`src/rtl/mux_word_serializer_if.sv`:
```
// Handshake and mux-side bundle of the word serializer: word input, mux drive/sample, serial output.
interface mux_word_serializer_if;
  logic [7:0] in_data;
  logic       in_valid;
  logic       in_ready;
  logic [7:0] mux_i;
  logic [2:0] mux_s;
  logic       mux_f;
  logic       ser_out;
  logic       ser_valid;
  logic       ser_ready;
  logic       ser_last;

  modport master (
    output in_data, in_valid, ser_ready, mux_f,
    input  in_ready, mux_i, mux_s, ser_out, ser_valid, ser_last
  );

  modport slave (
    input  in_data, in_valid, ser_ready, mux_f,
    output in_ready, mux_i, mux_s, ser_out, ser_valid, ser_last
  );
endinterface

```
`src/rtl/mux_word_serializer.sv`:
```
// Latches a word onto the 8:1 mux inputs, steps the select through all positions and
// streams each sampled mux output bit out with valid/ready backpressure and a last marker.
module mux_word_serializer #(
  parameter bit MSB_FIRST = 1'b0
) (
  input  logic                         clk,
  input  logic                         rst,
  mux_word_serializer_if.slave         bus,
  output logic                         busy,
  output logic [1:0]                   dbg_state
);

  // Handshakes: a transfer happens on a rising edge where valid and ready are both high;
  // valid never drops and its payload never changes before that transfer completes.
  typedef enum logic [1:0] {
    IDLE = 2'd0,
    SEL  = 2'd1,
    SEND = 2'd2
  } state_t;

  state_t     state;
  logic [2:0] bit_cnt;

  assign dbg_state = state;

  always_ff @(posedge clk) begin
    if (rst) begin
      state         <= IDLE;
      bit_cnt       <= 3'd0;
      bus.in_ready  <= 1'b1;
      bus.mux_i     <= 8'h00;
      bus.mux_s     <= 3'd0;
      bus.ser_out   <= 1'b0;
      bus.ser_valid <= 1'b0;
      bus.ser_last  <= 1'b0;
      busy          <= 1'b0;
    end else begin
      case (state)
        IDLE: begin
          if (bus.in_valid) begin
            bus.mux_i    <= bus.in_data;
            bus.mux_s    <= MSB_FIRST ? 3'd7 : 3'd0;
            bit_cnt      <= 3'd0;
            bus.in_ready <= 1'b0;
            busy         <= 1'b1;
            state        <= SEL;
          end
        end
        // The mux output has had a full cycle to settle on the select driven last edge.
        SEL: begin
          bus.ser_out   <= bus.mux_f;
          bus.ser_last  <= (bit_cnt == 3'd7);
          bus.ser_valid <= 1'b1;
          state         <= SEND;
        end
        SEND: begin
          if (bus.ser_ready) begin
            bus.ser_valid <= 1'b0;
            if (bit_cnt == 3'd7) begin
              bus.ser_last <= 1'b0;
              bus.in_ready <= 1'b1;
              busy         <= 1'b0;
              state        <= IDLE;
            end else begin
              bit_cnt   <= bit_cnt + 3'd1;
              bus.mux_s <= MSB_FIRST ? (bus.mux_s - 3'd1) : (bus.mux_s + 3'd1);
              state     <= SEL;
            end
          end
        end
        default: begin
          state        <= IDLE;
          bus.in_ready <= 1'b1;
          busy         <= 1'b0;
        end
      endcase
    end
  end

endmodule

```
`src/flat_wrapper.sv`:
```
// flat-port wrapper written by rule: the top's interface ports become plain ports
module mux_word_serializer_flat 
#(
  parameter bit MSB_FIRST = 1'b0
)
  (clk, rst, busy, dbg_state, bus_in_data, bus_in_valid, bus_ser_ready, bus_mux_f, bus_in_ready, bus_mux_i, bus_mux_s, bus_ser_out, bus_ser_valid, bus_ser_last);
  mux_word_serializer_if bus_i ();
  input  logic clk;
  input  logic rst;
  output logic busy;
  output logic [1:0] dbg_state;
  input wire logic [$bits(bus_i.in_data)-1:0] bus_in_data;
  input wire logic [$bits(bus_i.in_valid)-1:0] bus_in_valid;
  input wire logic [$bits(bus_i.ser_ready)-1:0] bus_ser_ready;
  input wire logic [$bits(bus_i.mux_f)-1:0] bus_mux_f;
  output wire logic [$bits(bus_i.in_ready)-1:0] bus_in_ready;
  output wire logic [$bits(bus_i.mux_i)-1:0] bus_mux_i;
  output wire logic [$bits(bus_i.mux_s)-1:0] bus_mux_s;
  output wire logic [$bits(bus_i.ser_out)-1:0] bus_ser_out;
  output wire logic [$bits(bus_i.ser_valid)-1:0] bus_ser_valid;
  output wire logic [$bits(bus_i.ser_last)-1:0] bus_ser_last;
  assign bus_i.in_data = bus_in_data;
  assign bus_i.in_valid = bus_in_valid;
  assign bus_i.ser_ready = bus_ser_ready;
  assign bus_i.mux_f = bus_mux_f;
  assign bus_in_ready = bus_i.in_ready;
  assign bus_mux_i = bus_i.mux_i;
  assign bus_mux_s = bus_i.mux_s;
  assign bus_ser_out = bus_i.ser_out;
  assign bus_ser_valid = bus_i.ser_valid;
  assign bus_ser_last = bus_i.ser_last;
  mux_word_serializer #(.MSB_FIRST(MSB_FIRST)) u_core (.clk(clk), .rst(rst), .bus(bus_i), .busy(busy), .dbg_state(dbg_state));
endmodule
```
`config.mk`:
```
export PLATFORM = sky130hd
export DESIGN_NAME = mux_word_serializer_flat
export DESIGN_NICKNAME = d
export VERILOG_FILES = /design/src/rtl/mux_word_serializer_if.sv /design/src/rtl/mux_word_serializer.sv /design/src/flat_wrapper.sv
export SDC_FILE = /design/constraint.sdc
export NUM_CORES = 1
export LEC_CHECK = 0
export ABC_AREA = 0
export ABC_CLOCK_PERIOD_IN_PS = 3940
export BUFFER_PORTS_ARGS = -buffer_cell sky130_fd_sc_hd__buf_2
export CAP_MARGIN = 10
export CELL_PAD_IN_SITES_DETAIL_PLACEMENT = 0
export CELL_PAD_IN_SITES_GLOBAL_PLACEMENT = 1
export CORE_MARGIN = 8
export CORE_UTILIZATION = 40
export CTS_BUF_LIST = sky130_fd_sc_hd__clkbuf_4
export DETAILED_ROUTE_END_ITERATION = 10
export HOLD_SLACK_MARGIN = 0.02
export PLACE_DENSITY_LB_ADDON = 0.1
export SYNTH_ARGS = -nofsm -noshare
export SYNTH_HDL_FRONTEND = slang
export SYNTH_SLANG_ARGS = --single-unit
```
`constraint.sdc`:
```
create_clock -name clk -period 3.94 [get_ports clk]
set_input_delay 0.788 -clock clk [delete_from_list [all_inputs] [get_ports clk]]
set_output_delay 0.788 -clock clk [all_outputs]
set_load 0.1 [all_outputs]
```
==> run_results.csv <==
group,metric,value,unit
status,status,"finished clean",
setup_path,crit_fanout,6,
yosys,synth-simple-area-share,14.8,%
floorplan,initial_utilization,42.6,%
setup_path,required,3.15,ns
placed_design,dp_slack,1.88,ns
route,totalWireLength,1680,µm
timing,finClkSkew,0.00536,ns
clock_tree,cts_root_buf,"clkbuf_4",
yosys,yosys_warnings,0,
yosys,muxShareOfSynthArea,14.7,%
global_route,grt-ovfl-total,0,
setup_path,r2r-end,"u_core.bit_cnt[0]",
placed_design,io_buffers,30,
floorplan,die_area,3810,µm²
route,postRouteAntennaNets,0,
floorplan,io_pins,31,
timing,fin_crit_sh,51.9,%
timing,finalMaxSlewViolations,0,
global_route,antenna_found_initial,0,
yosys,yosysSeqAreaShare,50.3,%
yosys,synth-compound-area-share,11.1,%
setup_path,cp-end-kind,"output pin",
clock_tree,cts_tree,"done",
yosys,synth_area_leader_cell,"dfxtp_1",
setup_path,cp-startpoint,"u_core.dbg_state[0]",
global_route,first_global_vias,556,
timing,setup_ws,1.90,ns
flow_run,max-cap-violations,0,
yosys,synth_area_leaders,"dfxtp_1, mux2i_1, ha_1",
global_route,grt_pass1_wl,2610,µm
floorplan,fp.dieH,61.7,µm
yosys,synth_nets,95,
pwr,vdd_ir_drop_max,0.197,mV
clock_tree,cts_setup_buffers,0,
floorplan,core,1960,µm²
setup_path,critical_path_depth,1,
clock_tree,cts_hold_buf,0,
floorplan,die_x,61.7,µm
setup_path,crit_family,"buffers and inverters",
setup_path,path_buf_inv,1,
cells_and_area,synthToLayoutAreaGrowth,24.9,%
yosys,netlist.area_leader.share,50.3,%
timing,max_freq,489,MHz
cells_and_area,diodes,0,
yosys,synth_seq_cells,21,
cells_and_area,drive_gt1_share,39.1,%
clock_tree,cts_sinks,21,
clock_tree,cts.htree.levels,1,
timing,tightest_slew,0.587,ns
yosys,synth.avg_cell_area,10.7,µm²
yosys,synth.distinct_cells,24,
setup_path,endpoint,"dbg_state[0]",
global_route,grt_usage,9.32,%
setup_path,critical_path.startpoint_type,"flop",
setup_path,slowest_delay,0.49,ns
timing,tns,0,ns
route,drt-pass1-iter-count,4,
clock_tree,cts_resized,0,
route,via_per_inst,4.64,
route,wl_per_cell,12.3,µm
yosys,synth_top_family_by_area,"simple AND/OR/NAND/NOR gates",
yosys,syn_area,836,µm²
timing,post-route-min-period,2.04,ns
cells_and_area,fillCellCount,193,
setup_path,r2r_cells,5,
min_path,hold_class,"reg -> reg",
global_route,grt_max_degree,18,
timing,finalHoldViolCount,0,
yosys,synth_xor_area_share,0,%
setup_path,rrSetupSlack,2.31,ns
cells_and_area,final_nets,128,
floorplan,placementRows,16,
setup_path,cp_slowest_cell,"buf_2",
yosys,synthCells,78,
clock_tree,clk_pin_slew,0.11,ns
setup_path,crit_type,"reg -> out",
timing,finalSetupViolCount,0,
placed_design,dp_hpwl,1290,µm
pwr,p_leak,0.531,nW
route,drt_iter0_markers,7,
placed_design,gp_congestion,0.732,
setup_path,path_cells,"buf_2",
timing,grt_setup_unrepaired,"false",
pwr,p_per_area,452,nW/µm²
setup_path,r2r_start,"u_core.bit_cnt[0]",
cells_and_area,fin_cells,137,
placed_design,placed_cells,133,
route,drc_errors,0,
clock_tree,clock_path_buffers,2,
clock_tree,clk_latency,0.30,ns
route,vias,635,
setup_path,cp_data_arrival_time,1.26,ns
clock_tree,cts-buffers-inserted,3,
timing,slew_headroom,60.6,%
yosys,synth_fa_ha_area_share,5.99,%
-- power by group --
| part | leakage (nW) | internal (W) | switching, W |
|---|---|---|---|
| Sequential | 0.172 | 0.000224 | 0.00000733 |
| Combinational | 0.341 | 0.0000277 | 0.000105 |
| Clock | 0.0184 | 0.0000463 | 0.0000612 |
| Total | 0.531 | 0.000298 | 0.000174 |
-- state kept, by name (all words and copies together), names as in the netlist --
signal                count
u_core.bus.mux_i          8
u_core.bit_cnt            3
u_core.bus.mux_s          3
u_core.dbg_state          2
u_core.bus.in_ready       1
u_core.bus.ser_last       1
u_core.bus.ser_out        1
u_core.bus.ser_valid      1
u_core.busy               1
-- routing by layer --
metal | part of all wire, % | GRT usage, % | vias up
met5 | 0 | 0 | -
met4 | 1.0 | 4.87 | 0
met3 | 11 | 4.53 | 4
met2 | 42 | 12.1 | 22
met1 | 46 | 12.2 | 272
li1 | - | - | 337
-- synthesized netlist by cell type, drive strengths merged --
cell and instances:
nor2b 3, dfxtp 21, a211oi 2, ha 4
nor2 13, inv 2, o21a 1, nor3b 1
o21ai 2, nand3 1, nand3b 1, mux2 2
clkbuf 2, nor3 1, a21oi 3, a22o 3
buf 1, a31oi 1, mux2i 10, or3b 1
a21o 1, and3b 1, and3 1
-- layout by cell type (no fill, tap or decap), types with 2 or more instances in the layout --
| master | n |
|---|---|
| nor2_1 | 13 |
| dfxtp_1 | 21 |
| a211oi_1 | 2 |
| a22o_2 | 3 |
| clkbuf_4 | 4 |
| nor2b_1 | 2 |
| inv_1 | 2 |
| o21ai_0 | 2 |
| a21oi_1 | 3 |
| mux2i_1 | 10 |
| buf_2 | 30 |
| mux2_2 | 2 |
| ha_1 | 4 |
-- worst min-delay path by stage --
stage,end,cells after the start,from,slack [ns]
final,u_core.bus.in_ready,2,u_core.bus.in_ready,0.48
after global routing,u_core.bus.in_ready,2,u_core.bus.in_ready,0.51
after CTS,u_core.bus.in_ready,2,u_core.bus.in_ready,0.48
after detailed placement,u_core.busy,1,u_core.busy,0.46
after global placement,u_core.busy,1,u_core.busy,0.45
after floorplan,u_core.bit_cnt[1],1,u_core.bit_cnt[1],0.46
-- final cells by class --
class                   count  area [µm²]  share of cell area (%)
multi-input cells          52         394                    37.8
well taps                  27        33.8                    3.24
repair buffers             31         158                    15.1
flip-flops and latches     21         420                    40.3
inverters                   2        7.51                   0.719
clock buffers               4        30.0                    2.88
-- stage by stage --
step	utilization [%]	power [W]	hold WS, ns	area, µm²
after detailed placement	51.7	0.000370	0.459	1010
after floorplan	-	0.000347	0.459	836
after CTS	53.2	0.000479	0.484	1040
after global placement	51.7	0.000369	0.447	1010
after global routing	53.2	0.000500	0.507	1040
final	53.2	0.000471	0.476	1040
-- cells by family (layout without fill, tap and decap cells) --
| kind of cell | count (synthesis) | after routing |
|---|---|---|
| and+or+nand+nor | 23 | 23 |
| DFF | 21 | 21 |
| AOI/OAI and AO/OA | 13 | 13 |
| muxes | 12 | 12 |
| buffers and inverters | 5 | 37 |
| adders and majority gates | 4 | 4 |
Note: power is estimated with default switching activity, not from simulation.
